--- src/rtl/bp_l15_req_sched.sv ---
// L1.5 request scheduler: arbitrates a load and a store requester onto the
// single-outstanding L1.5 transducer interface (IDLE -> ISSUE -> WAIT).
// Optional WAIT-state watchdog is enabled by defining BP_L15_SCHED_TIMEOUT_EN.
module bp_l15_req_sched #(
    parameter int unsigned paddr_width_p    = 40,
    parameter int unsigned timeout_cycles_p = 1023
) (
    input  logic                     clk_i,
    input  logic                     reset_i,

    input  logic                     ld_v_i,
    input  logic [paddr_width_p-1:0] ld_addr_i,
    input  logic [2:0]               ld_size_i,
    input  logic                     ld_nc_i,
    output logic                     ld_yumi_o,

    input  logic                     st_v_i,
    input  logic [paddr_width_p-1:0] st_addr_i,
    input  logic [2:0]               st_size_i,
    input  logic [63:0]              st_data_i,
    input  logic                     st_nc_i,
    output logic                     st_yumi_o,

    output logic                     transducer_l15_val,
    output logic [4:0]               transducer_l15_rqtype,
    output logic [2:0]               transducer_l15_size,
    output logic [paddr_width_p-1:0] transducer_l15_address,
    output logic [63:0]              transducer_l15_data,
    output logic                     transducer_l15_nc,
    input  logic                     l15_transducer_ack,

    input  logic                     l15_transducer_val,
    input  logic [3:0]               l15_transducer_returntype,
    output logic                     transducer_l15_req_ack,

    output logic                     ld_resp_v_o,
    output logic                     st_resp_v_o,
    output logic                     timeout_o
);

    typedef enum logic [1:0] {StIdle, StIssue, StWait} state_e;

    localparam logic [4:0] RqLoad  = 5'b00000;
    localparam logic [4:0] RqStore = 5'b00001;
    localparam logic [3:0] RtLoad  = 4'b0000;
    localparam logic [3:0] RtStore = 4'b0100;

    state_e state_q, state_d;

    // Captured request; favour_st_q set means store wins the next tie.
    logic                     req_is_st_q;
    logic [paddr_width_p-1:0] req_addr_q;
    logic [2:0]               req_size_q;
    logic [63:0]              req_data_q;
    logic                     req_nc_q;
    logic                     favour_st_q;

    logic grant_ld, grant_st, resp_match;

    // State register
    always_ff @(posedge clk_i) begin
        if (reset_i) begin
            state_q <= StIdle;
        end else begin
            state_q <= state_d;
        end
    end

    // Next-state logic
    always_comb begin
        state_d = state_q;
        unique case (state_q)
            StIdle:  if (grant_ld || grant_st) state_d = StIssue;
            StIssue: if (l15_transducer_ack)   state_d = StWait;
            StWait:  if (resp_match)           state_d = StIdle;
            default: state_d = StIdle;
        endcase
    end

    // Grants, L1.5 request drive and response handling; everything is forced
    // low while reset is asserted.
    always_comb begin
        grant_st   = 1'b0;
        grant_ld   = 1'b0;
        resp_match = 1'b0;

        transducer_l15_val     = 1'b0;
        transducer_l15_rqtype  = '0;
        transducer_l15_size    = '0;
        transducer_l15_address = '0;
        transducer_l15_data    = '0;
        transducer_l15_nc      = 1'b0;
        transducer_l15_req_ack = 1'b0;

        if (!reset_i) begin
            if (state_q == StIdle) begin
                grant_st = st_v_i && (!ld_v_i || favour_st_q);
                grant_ld = ld_v_i && !(st_v_i && favour_st_q);
            end

            // Only a response whose type matches the outstanding request
            // completes it; anything else is acked and dropped.
            if (state_q == StWait && l15_transducer_val) begin
                resp_match = req_is_st_q ? (l15_transducer_returntype == RtStore)
                                         : (l15_transducer_returntype == RtLoad);
            end

            transducer_l15_val     = (state_q == StIssue);
            transducer_l15_rqtype  = req_is_st_q ? RqStore : RqLoad;
            transducer_l15_size    = req_size_q;
            transducer_l15_address = req_addr_q;
            transducer_l15_data    = req_data_q;
            transducer_l15_nc      = req_nc_q;
            transducer_l15_req_ack = l15_transducer_val;
        end

        ld_yumi_o   = grant_ld;
        st_yumi_o   = grant_st;
        ld_resp_v_o = resp_match && !req_is_st_q;
        st_resp_v_o = resp_match &&  req_is_st_q;
    end

    // Capture the granted request and advance the round-robin pointer
    always_ff @(posedge clk_i) begin
        if (reset_i) begin
            req_is_st_q <= 1'b0;
            req_addr_q  <= '0;
            req_size_q  <= '0;
            req_data_q  <= '0;
            req_nc_q    <= 1'b0;
            favour_st_q <= 1'b0;
        end else if (grant_ld) begin
            req_is_st_q <= 1'b0;
            req_addr_q  <= ld_addr_i;
            req_size_q  <= ld_size_i;
            req_data_q  <= '0;
            req_nc_q    <= ld_nc_i;
            favour_st_q <= 1'b1;
        end else if (grant_st) begin
            req_is_st_q <= 1'b1;
            req_addr_q  <= st_addr_i;
            req_size_q  <= st_size_i;
            req_data_q  <= st_data_i;
            req_nc_q    <= st_nc_i;
            favour_st_q <= 1'b0;
        end
    end

`ifdef BP_L15_SCHED_TIMEOUT_EN
    localparam int unsigned CntW = (timeout_cycles_p < 1) ? 1 : $clog2(timeout_cycles_p + 1);
    localparam logic [CntW-1:0] CntMax = CntW'(timeout_cycles_p);

    logic [CntW-1:0] wd_cnt_q, wd_cnt_d;
    logic            timeout_q, timeout_d;

    // Watchdog: count WAIT cycles (saturating), flag sticks until reset
    always_comb begin
        wd_cnt_d  = '0;
        timeout_d = timeout_q;
        if (state_q == StWait && !resp_match) begin
            wd_cnt_d = (wd_cnt_q == CntMax) ? wd_cnt_q : wd_cnt_q + 1'b1;
        end
        if (wd_cnt_d == CntMax && state_q == StWait) begin
            timeout_d = 1'b1;
        end
    end

    // Watchdog registers
    always_ff @(posedge clk_i) begin
        if (reset_i) begin
            wd_cnt_q  <= '0;
            timeout_q <= 1'b0;
        end else begin
            wd_cnt_q  <= wd_cnt_d;
            timeout_q <= timeout_d;
        end
    end

    assign timeout_o = timeout_q && !reset_i;
`else
    logic unused_timeout_cfg;
    assign unused_timeout_cfg = (timeout_cycles_p != 0);
    assign timeout_o = 1'b0;
`endif

endmodule

--- config.mk ---
export PLATFORM = sky130hd
export DESIGN_NAME = bp_l15_req_sched
export DESIGN_NICKNAME = d
export VERILOG_FILES = /design/src/rtl/bp_l15_req_sched.sv
export SDC_FILE = /design/constraint.sdc
export NUM_CORES = 1
export LEC_CHECK = 0
export ABC_CLOCK_PERIOD_IN_PS = 2200
export CAP_MARGIN = 20
export CELL_PAD_IN_SITES_DETAIL_PLACEMENT = 1
export CELL_PAD_IN_SITES_GLOBAL_PLACEMENT = 1
export CORE_ASPECT_RATIO = 0.8
export CORE_MARGIN = 3
export CORE_UTILIZATION = 26
export DETAILED_ROUTE_END_ITERATION = 10
export GPL_TIMING_DRIVEN = 0
export PLACE_DENSITY = 0.88
export SLEW_MARGIN = 20
export SYNTH_ARGS = -nofsm -noshare
export SYNTH_HDL_FRONTEND = slang
export SYNTH_SLANG_ARGS = --single-unit
--- constraint.sdc ---
create_clock -name clk_i -period 2.2 [get_ports clk_i]
set_clock_uncertainty 0.15 [all_clocks]
set_input_delay 0.55 -clock clk_i [delete_from_list [all_inputs] [get_ports clk_i]]
set_output_delay 0.55 -clock clk_i [all_outputs]
set_load 0.02 [all_outputs]
Word level (Yosys, flattened, before mapping)
Index checks and enable logic that the tools add are counted.
{"block": "totals", "reg_bits": 112, "in_bits": 162, "output_inout_bits": 120}
{"block": "op_classes", "n_eq_ne": 6, "n_mux": 27, "n_reduce_logical": 16}
{"op": "40-bit two-way mux", "count": 3}
{"op": "64-bit two-way mux", "count": 1}
{"op": "1-bit two-way mux", "count": 16}
{"op": "3-bit two-way mux", "count": 3}
{"op": "1-bit logical AND", "count": 6}
{"op": "2-bit two-way mux", "count": 3}
{"op": "2-bit inequality test (second input constant)", "count": 3}
{"op": "2-bit case mux with 3 select lines", "count": 1}
{"op": "4-bit by 3-bit == test with 1-bit output (second input constant)", "count": 1}
{"op": "4-bit zero test", "count": 1}
{"op": "1-bit zero test", "count": 3}
{"op": "3-bit AND reduction", "count": 1}
{"op": "2-bit by 1-bit == test with 1-bit output (second input constant)", "count": 1}
{"op": "2-bit == test (second input constant)", "count": 1}
{"op": "2-bit zero test", "count": 1}
{"op": "1-bit logical OR", "count": 2}
{"op": "2-bit nonzero test", "count": 1}
{"op": "2-bit OR reduction", "count": 1}

Logic depth before layout (Yosys ltp)
Gate-level depths: netlist (run 1).
{"block": "logic_depth", "depth_word": 8, "mapped_depth": 6}

Worst setup path before layout (run 1)
OpenSTA, ideal clock, no wires.
{"block": "synth_path", "path_type": "input -> output", "from": "input reset_i", "to": "output ld_resp_v_o", "arrival_ns": 1.958, "required_ns": 1.500, "setup_slack_ns": -0.458, "path_stages": 5, "cell_sequence": "buf_2 -> clkbuf_1 -> nor2b_1 -> nand4b_1 -> nor3_1"}
{"block": "synth_via", "elab_chain_cells": 2}
{"element": "start, declared", "line_no": "9", "rtl": "input logic reset_i,"}
{"element": "1-bit two-way mux", "line_no": "95", "rtl": "if (!reset_i) begin"}
{"element": "1-bit logical AND", "line_no": "119", "rtl": "ld_resp_v_o = resp_match && !req_is_st_q;"}
{"element": "end, declared", "line_no": "36", "rtl": "output logic ld_resp_v_o,"}
Every way passes these cells.

Worst setup path after layout (run 1)
{"block": "layout_path", "from": "input reset_i", "to": "output st_yumi_o"}
{"block": "layout_via", "elab_chain_cells": 1}
{"element": "1-bit two-way mux", "line_no": "95"}
{"element": "end, declared", "line_no": "22", "rtl": "output logic st_yumi_o,"}
Every way passes these cells.

==> metrics, run 1 <==
Worst slew margin 56.6%; Post-DRT Antenna Nets 0; total routed wirelength approximately 24000 um; # fillers about 2.3k; RSZ-0062 raised after global routing yes; failing checks negative setup slack; CP max-delay cell or3_4; Residual DRC 0; Final Core Density 44.3%; hold depth 2; first-pass GRT wire length 37200 um; vias per cell 5.14; Most common cell on crit path buf_6; #FFs+latches synth between 100 and 150; clock-pin slew on the worst setup and hold paths 80 ps; Peak Freq 431 MHz; layout cells sized above 1 21.5%; Period Utilization, post-route 106%; top cell type's share of synthesized area 40.9%; final worst slack -123 ps; htree depth 3; largest net degree at the start of global routing 19; diode count 0; initial antenna violation count 0; Synth cell types 32; Mapped Cells 615; kind of critical path in2out; Syn-to-layout area delta 63.7%; Sink Count between 100 and 150; cells along the critical path buf_12 > buf_6 > or3_4 > nor3_4 > buf_6 > buf_6; Top FF cell, synth dfxtp_1; status complete, but fails checks; Pre-antenna DRT Iters 4; area of the die 22900 um^2; crit end category output pin; ys async rst share 0%; HP Start req_data_q[22]; Nets 1079; Period minus WS final approximately 2300 ps; gr usage total 20.5%; TNS Setup -234 ps; Clock Latency Late Sink 350 ps; Lkg Pwr 3.48 nW; post-cts hold buffer count 0; r2r startpoint state_q[0]; Synth warnings 0; I/O Pins 282; Die H 136 um; Hold Vio Cnt, Final 0; area of the core ~20000 um^2; vias in the first global route 6449; CTS tree done; Netlist Area Pre-Place 5490 um^2; TritonCTS Buffers 9; CP max stage delay roughly 380 ps; DP HPWL 18000 um; Crit Path Max Fanout 5; Worst Tran Pin Value 651 ps; maximum VDD drop 0.412 mV; Avg Cell Area, Syn 8.92 um^2; Post-Place Worst Slack -1120 ps; Via Count 6100; CTS Root Cell clkbuf_16; flop-to-flop setup slack between 200 and 300 ps; clk buf depth 2; Iteration-0 DRC Markers 321; Critical Path Source Type primary input; area occupied by multi-input gates 2990 um^2; Yosys top cell by area dfxtp_1; port bufs 275; initial core utilization 27.1%; gp weighted congestion approximately 0.84; Max Slew Vio Count 0; die width 168 um; register area 2250 um^2; EDFF count, synth 0; FF-to-FF path depth 5; pwr dens between 500 and 600 nW/um^2; register area share after synthesis approximately two fifths; worst hold path class reg2reg; Max-cap violations 0; WL/cell between 20 and 25 um; Worst Hold Endpoint req_data_q[22]; Site Rows 46; Final setup violation count 4; Synth area leaders dfxtp_1 41%, nor2b_1 13%, o31ai_1 8.8%, a221o_1 7.5%, nand4_1 7.3%; Data required, critical path roughly 1500 ps; worst path arrival time 1620 ps; GRT overflow 0; reg-to-reg endpoint req_data_q[34]
==> where the power goes <==
part	internal (mW)	leakage, nW	total [mW]	switching, mW
Sequential	2.16	0.915	2.21	0.0457
Clock	0.842	0.146	1.67	0.825
Combinational	0.640	2.42	1.36	0.720
Total	3.65	3.48	5.24	1.59
==> layout make-up <==
cell class / count / share of cell area [%]
Clock inverter: 5 / 0.446
Multi-Input combinational cell: 420 / 33.3
Buffer: 82 / 5.49
Timing Repair Buffer: 290 / 29.1
Tap cell: 264 / 3.68
Sequential cell: 112 / 25.0
Inverter: 2 / 0.0836
Clock buffer: 11 / 2.81
==> cells in the final DEF, fill, tap and decap left out, types with 3 or more instances in the layout <==
cell / netlist / layout
a21boi_0: 37 / 37
a21boi_1: 7 / 7
a21oi_1: 65 / 65
a221o_1: 41 / 41
a221o_2: 3 / 3
buf_2: 17 / 48
buf_4: 5 / 37
buf_6: 4 / 13
buf_8: 0 / 3
clkbuf_1: 57 / 34
clkbuf_16: 0 / 12
clkbuf_2: 0 / 24
clkbuf_4: 0 / 3
clkbuf_8: 0 / 3
clkdlybuf4s15_1: 0 / 14
clkdlybuf4s15_2: 0 / 6
clkdlybuf4s50_1: 0 / 154
clkinv_4: 0 / 3
conb_1: 1 / 5
dfxtp_1: 112 / 110
dlygate4sd2_1: 0 / 28
nand4_1: 64 / 64
nor2_1: 4 / 3
nor2b_1: 110 / 83
nor2b_2: 0 / 23
nor2b_4: 0 / 4
nor3_4: 2 / 4
o31ai_1: 64 / 64
==> synthesized netlist by cell type, types with 2 or more instances <==
library cell	count
a21boi_1	7
inv_1	2
clkbuf_1	57
nand2b_1	2
nand2_1	2
buf_1	2
a21boi_0	37
buf_4	5
nor2b_1	110
buf_2	17
dfxtp_1	112
nand4_1	64
buf_6	4
o31ai_1	64
a221o_1	41
nor3_4	2
a221o_2	3
a21oi_1	65
a311oi_1	2
nor2_1	4
nor3_1	2
==> per-stage QoR <==
step	area (um^2)	total power [mW]	hold WS (ps)	std cells
finish	8980	5.24	319	1186
detailed placement	8630	3.59	309	1158
global placement	8630	3.56	299	1158
CTS	8800	5.27	320	1181
global route	8980	5.48	342	1186
floorplan	5540	2.91	294	619
==> flip-flops by register name, summed over array words and instances (netlist names) <==
register,count
req_data_q,64
req_addr_q,40
req_size_q,3
state_q,2
favour_st_q,1
req_is_st_q,1
req_nc_q,1
==> worst max-delay path by stage <==
| stage | slack (ps) | endpoint | startpoint | depth (start not counted) |
|---|---|---|---|---|
| after floorplan | -70 | st_yumi_o | reset_i | 4 |
| after global placement | -1120 | st_yumi_o | st_v_i | 5 |
| after detailed placement | -1120 | ld_yumi_o | reset_i | 6 |
| after CTS | -180 | st_yumi_o | reset_i | 6 |
| after global routing | -150 | st_yumi_o | reset_i | 6 |
| final | -120 | st_yumi_o | reset_i | 6 |
==> cells by family after synthesis <==
logic type | Yosys count | synth area share (%)
xor gates and xnor gates | 1 | 0.160
other | 1 | 0.0683
DFF | 112 | 40.9
buffers and inverters | 87 | 7.23
and+or+nand+nor | 191 | 22.0
AOI/OAI and AO/OA | 223 | 29.7
==> layer usage <==
layer  vias to the layer above  track usage [%]  wire [um]
met5                         -                0          0
met4                         0             6.36        619
met3                        32             3.31       1050
met2                       194             33.9      11500
met1                      2983             27.5      11200
li1                       2891                -          -
==> timing repair <==
action	CTS	global route
hold endpoints to repair	0	0
pin swaps	6	6
setup endpoints to repair	215	137
gates resized for setup	376	105
cloned	1	1
buffers inserted	7	6
==> worst max-delay path: cells and delay by family <==
kind / cells / cell delay (ps)
buffers and inverters: 4 / 480
AND/OR/NAND/NOR: 2 / 580
No activity file was read; power rests on OpenSTA's default activity.
==> inputs of run 2 (changes only) <==
--- a/config.mk
+++ b/config.mk
@@ -12,6 +12,7 @@
 export CORE_ASPECT_RATIO = 0.8
 export CORE_MARGIN = 3
 export CORE_UTILIZATION = 26
+export CTS_CLUSTER_DIAMETER = 200
 export DETAILED_ROUTE_END_ITERATION = 10
 export GPL_TIMING_DRIVEN = 0
 export PLACE_DENSITY = 0.88
==> results of run 2 <==
No change in the layout: final DEF, timing and power equal those of run 1.
